$ cat src/rtl/ps2_key_decoder.sv
// PS/2 Set 2 scan-code decoder: assembles prefix sequences into a 16-bit
// keycode with a one-cycle event strobe, and tracks held arrow / WASD keys
// as level-type movement flags.
module ps2_key_decoder #(
   parameter bit ENABLE_WASD    = 1'b1,
   parameter int TIMEOUT_CYCLES = 100000
) (
   input  logic        clk,
   input  logic        rst,
   input  logic [7:0]  rx_data,
   input  logic        rx_valid,
   output logic [15:0] keycode,
   output logic        key_event,
   output logic        move_up,
   output logic        move_down,
   output logic        move_right,
   output logic        move_left
);

   localparam int CW = (TIMEOUT_CYCLES > 2) ? $clog2(TIMEOUT_CYCLES) : 1;

   localparam logic [1:0] S_IDLE    = 2'd0;
   localparam logic [1:0] S_EXT     = 2'd1;
   localparam logic [1:0] S_BRK     = 2'd2;
   localparam logic [1:0] S_EXT_BRK = 2'd3;

   // Direction bit order in all 4-bit vectors: {up, down, right, left}
   logic [1:0]    r_state;
   logic [CW-1:0] r_cnt;
   logic [15:0]   r_keycode;
   logic          r_event;
   logic [3:0]    r_arrow;
   logic [3:0]    r_wasd;
   logic [3:0]    r_move;

   logic [1:0]    w_state_nx;
   logic [CW-1:0] w_cnt_nx;
   logic [15:0]   w_keycode_nx;
   logic          w_event_nx;
   logic [3:0]    w_arrow_nx;
   logic [3:0]    w_wasd_nx;
   logic [3:0]    w_move_nx;
   logic [3:0]    w_arrow_hit;
   logic [3:0]    w_wasd_hit;
   logic          w_ignore;
   logic          w_expired;

   // Decode which tracked key, if any, the incoming byte names
   always_comb begin
      w_arrow_hit = {rx_data == 8'h75, rx_data == 8'h72,
                     rx_data == 8'h74, rx_data == 8'h6B};
      w_wasd_hit  = {rx_data == 8'h1D, rx_data == 8'h1B,
                     rx_data == 8'h23, rx_data == 8'h1C};
      w_ignore    = (rx_data == 8'hE1) || (rx_data == 8'hAA) ||
                    (rx_data == 8'hFA) || (rx_data == 8'hFE) ||
                    (rx_data == 8'hEE);
      w_expired   = (r_cnt == CW'(TIMEOUT_CYCLES - 1));
   end

   // Sequence FSM, timeout counter and pressed-key tracking (next state)
   always_comb begin
      w_state_nx   = r_state;
      w_cnt_nx     = r_cnt;
      w_keycode_nx = r_keycode;
      w_event_nx   = 1'b0;
      w_arrow_nx   = r_arrow;
      w_wasd_nx    = r_wasd;
      if (rx_valid) begin
         // A byte always wins over an expiring timeout
         w_cnt_nx = '0;
         case (r_state)
            S_IDLE: begin
               if (rx_data == 8'hE0) begin
                  w_state_nx = S_EXT;
               end else if (rx_data == 8'hF0) begin
                  w_state_nx = S_BRK;
               end else if (!w_ignore) begin
                  w_keycode_nx = {8'h00, rx_data};
                  w_event_nx   = 1'b1;
                  w_wasd_nx    = r_wasd | w_wasd_hit;
               end
            end
            S_EXT: begin
               if (rx_data == 8'hF0) begin
                  w_state_nx = S_EXT_BRK;
               end else if (rx_data != 8'hE0) begin
                  w_keycode_nx = {8'hE0, rx_data};
                  w_event_nx   = 1'b1;
                  w_arrow_nx   = r_arrow | w_arrow_hit;
                  w_state_nx   = S_IDLE;
               end
            end
            S_BRK: begin
               w_keycode_nx = {8'hF0, rx_data};
               w_event_nx   = 1'b1;
               w_wasd_nx    = r_wasd & ~w_wasd_hit;
               w_state_nx   = S_IDLE;
            end
            default: begin
               w_keycode_nx = {8'hF0, rx_data};
               w_event_nx   = 1'b1;
               w_arrow_nx   = r_arrow & ~w_arrow_hit;
               w_state_nx   = S_IDLE;
            end
         endcase
      end else if (r_state != S_IDLE) begin
         if (w_expired) begin
            w_state_nx = S_IDLE;
            w_cnt_nx   = '0;
         end else begin
            w_cnt_nx = r_cnt + CW'(1);
         end
      end else begin
         w_cnt_nx = '0;
      end
      w_move_nx = w_arrow_nx | (ENABLE_WASD ? w_wasd_nx : 4'b0000);
   end

   // Register state, outputs and pressed bits
   always_ff @(posedge clk) begin
      if (rst) begin
         r_state   <= S_IDLE;
         r_cnt     <= '0;
         r_keycode <= '0;
         r_event   <= 1'b0;
         r_arrow   <= '0;
         r_wasd    <= '0;
         r_move    <= '0;
      end else begin
         r_state   <= w_state_nx;
         r_cnt     <= w_cnt_nx;
         r_keycode <= w_keycode_nx;
         r_event   <= w_event_nx;
         r_arrow   <= w_arrow_nx;
         r_wasd    <= w_wasd_nx;
         r_move    <= w_move_nx;
      end
   end

   assign keycode    = r_keycode;
   assign key_event  = r_event;
   assign move_up    = r_move[3];
   assign move_down  = r_move[2];
   assign move_right = r_move[1];
   assign move_left  = r_move[0];

endmodule

$ cat config.mk
export PLATFORM = sky130hd
export DESIGN_NAME = ps2_key_decoder
export DESIGN_NICKNAME = d
export VERILOG_FILES = /design/src/rtl/ps2_key_decoder.sv
export SDC_FILE = /design/constraint.sdc
export NUM_CORES = 1
export LEC_CHECK = 0
export CAP_MARGIN = 15
export CORE_MARGIN = 3
export CORE_UTILIZATION = 60
export DETAILED_ROUTE_END_ITERATION = 8
export DONT_BUFFER_PORTS = 1
export HOLD_SLACK_MARGIN = 0.08
export PLACE_DENSITY = 0.75
export SETUP_SLACK_MARGIN = 0.5
export SLEW_MARGIN = 0
export SYNTH_ARGS = -nofsm -noshare
export SYNTH_HDL_FRONTEND = slang
export SYNTH_SLANG_ARGS = --single-unit
$ cat constraint.sdc
create_clock -name clk -period 2.61 [get_ports clk]
set_input_delay 0.1305 -clock clk [delete_from_list [all_inputs] [get_ports clk]]
set_output_delay 0.1305 -clock clk [all_outputs]
set_load 0.02 [all_outputs]
==> impl_metrics.yaml <==
status:
  status: "complete, no violations"
hold_path:
  min-delay-start: "rx_data[0]"
  min_path_type: "primary input to register"
  hold_end: "key_event$_SDFF_PP0_"
  whs_path_depth: 2
synthesis:
  synth_area_leaders: "dfxtp_1 43%, nor2_1 7.3%, mux2i_1 7.2%, xor2_1 4.9%, nand4_1 2.6%"
  yosys_most_used_dff: "dfxtp_1"
  seq_area_frac_synth: 0.432
  synth.top_cell.area_share: 0.432
  yosysWarnings: 0
  syn_inst: 211
  synth-seq-cells: 42
  synth-async-reset-ratio: 0
  netlist_area_um2: 1950
  yosys.area.top_type: "dfxtp_1"
  synth-edff-count: 0
  synth.avg_cell_area_um2: 9.23
  yosysUniqueCellTypes: 48
floorplan:
  design.core.area_um2: 3080
  io_pins: 32
  die_w_um: 63.0
  die_area_um2: 3960
  die_h_um: 63.0
  placementRows: 20
  start_util: 0.633
worst_setup_path:
  rrSetupSlack_ps: 700
  r2r-start: "r_cnt[0]$_SDFF_PP0_"
  crit_type: "register to register"
  cp.required_ps: 2890
  end_kind: "register"
  reg2reg_depth: 7
  setup.worst_path.start_class: "register"
  worstReg2RegEnd: "r_cnt[12]$_SDFF_PP0_"
  path_max_fanout: 14
  cp_data_arrival_time_ps: 2180
cells_and_area:
  nets: 230
  regArea_um2: 841
  drive_above_1_share: 0.0776
  area_delta_synth_final_pct: 7.20
  diodes: 0
  n_fill_cell: 278
  multi_input_area_um2: 976
clocking:
  cts_tree: "done"
  postCtsHoldBufs: 10
  ctsResizeCount: 0
  clkTransAtPathRegs_ps: 130
  htree_levels: 2
  insertion_delay_ps: 340
  clock-sinks: 42
  cts_buffer_depth: 2
  numCtsBuffers: 5
  root_buffer: "clkbuf_4"
  post_cts_buffers: 0
placement:
  gp_congestion: 0.842
  portBuffers: 0
  hpwl_um: 2720
global_route:
  overflow: 0
  grt_pass1_vias: 1579
  antenna_found_initial: 0
  track_usage: 0.231
  grt_pass1_wl_um: 7340
  grt_max_degree: 26
detailed_routing:
  num_vias: 1563
  routedWlPerCell_um: 15.9
  drt_pass1_iterations: 4
  drc_errors: 0
  via_per_inst: 5.94
  ant_nets: 0
  wl_um: 4190
  drt_iter0_drc: 133
power:
  swShare: 0.228
  p_comb_frac: 0.059
  leakagePower_nw: 0.794
  clock_power_share: 0.355
  power.switching_w: 0.000259
  power_density_nw_per_um2: 545
  vdd_drop_max_uv: 393
  power_frac_seq: 0.586
  intPower_w: 0.000877
sta:
  holdWs_ps: 101
  worst_slew_pin_slew_ps: 862
  setup_tns_ps: 0
  max_freq_mhz: 524
  hold_viol: 0
  finalCritPeriodShare: 0.731
  setup_violations: 0
  rsz0062_at_grt: "no"
  drv_slew: 0
  maxSlewHeadroom: 0.423
  period_minus_slack_ps: 1910
  worst_clock_skew_ps: 13.0
flow_run:
  maxCapViolations: 0
power by group through the flow:
stage          registers [W]  logic [W]  clock network, W
3_5_place_dp        0.000680  0.0000420                 0
3_3_place_gp        0.000680  0.0000406                 0
2_1_floorplan       0.000679  0.0000541                 0
4_1_cts             0.000666  0.0000644          0.000417
6_report            0.000666  0.0000667          0.000404
5_1_grt             0.000667  0.0000725          0.000449
synthesized netlist by cell type (all sizes together) (2+ instances only):
library cell and number:
inv 5, nand3 8, o21ai 2, and2b 2, nand2 10, xor2 11, clkbuf 4, nand4b 3
dfxtp 42, and4 3, and3 4, nor3 4, o21bai 3, xnor2 4, a211o 2, or4 3
a21oi 4, nand4 8, mux2i 14, nor2 38, buf 11, nor4 3
worst max-delay path: stages (launching register included):
cell	delay (ps)
dfxtp_1	350
ha_1	250
and4_1	200
and4_1	200
a211o_1	310
o21bai_1	210
buf_4	220
nor2_1	100
how the worst max path moves through the flow:
stage | depth (start not counted) | end | from
after global placement | 6 | r_cnt[8]$_SDFF_PP0_ | r_cnt[0]$_SDFF_PP0_
after global routing | 7 | r_cnt[10]$_SDFF_PP0_ | r_cnt[0]$_SDFF_PP0_
after detailed placement | 6 | r_cnt[16]$_SDFF_PP0_ | r_cnt[0]$_SDFF_PP0_
final | 7 | r_cnt[12]$_SDFF_PP0_ | r_cnt[0]$_SDFF_PP0_
after CTS | 6 | r_cnt[16]$_SDFF_PP0_ | r_cnt[0]$_SDFF_PP0_
after floorplan | 7 | r_cnt[9]$_SDFF_PP0_ | r_cnt[0]$_SDFF_PP0_
sequential cells by signal, indices dropped and copies added (netlist names):
register	cells
r_cnt	17
keycode	10
r_arrow	4
r_move	4
r_wasd	4
r_state	2
key_event	1
placed cells by master (no fill, tap or decap), types with 4 or more instances in the layout:
master,Yosys,layout
nor2_1,38,38
nor3_1,4,4
nand4_1,8,8
inv_1,5,5
clkbuf_4,0,5
mux2i_1,14,14
xnor2_1,4,4
dlygate4sd3_1,0,10
nand2_1,10,10
xor2_1,11,11
nand3_1,8,8
and3_1,4,4
conb_1,1,4
a21oi_1,4,4
dfxtp_1,42,42
per-layer routing:
layer,global-route usage,up-vias,share of wire
met4,0.110,0,0.039
met2,0.427,66,0.53
met5,0,-,0
met1,0.240,736,0.36
met3,0.0576,18,0.068
li1,-,743,-
cell type report:
cell class              count  share of cell area
clock inverters             3              0.0192
repair buffers             12              0.0552
inverters                   6              0.0108
well taps                  44              0.0264
multi-input cells         151               0.468
clock buffers               5              0.0180
flip-flops and latches     42               0.403
per-stage QoR:
step                utilization  area [um2]  setup slack [ps]  total power (W)  instances
global route              0.678        2090               547          0.00119        263
floorplan                     -        1960               843         0.000733        214
CTS                       0.676        2080               538          0.00115        262
finish                    0.678        2090               702          0.00114        263
global placement          0.618        1900               723         0.000721        244
detailed placement        0.618        1900               567         0.000722        244
kinds of logic after synthesis:
group,after synthesis,synth area share
flip-flops,42,0.432
buffers and inverters,21,0.0726
other,1,0.00193
multiplexers,14,0.0720
XOR/XNOR,15,0.0675
AND/OR/NAND/NOR,97,0.267
adder cells (fa/ha/maj),1,0.00643
AO/OA/AOI/OAI,20,0.0803
(Power assumes the default switching activity.)
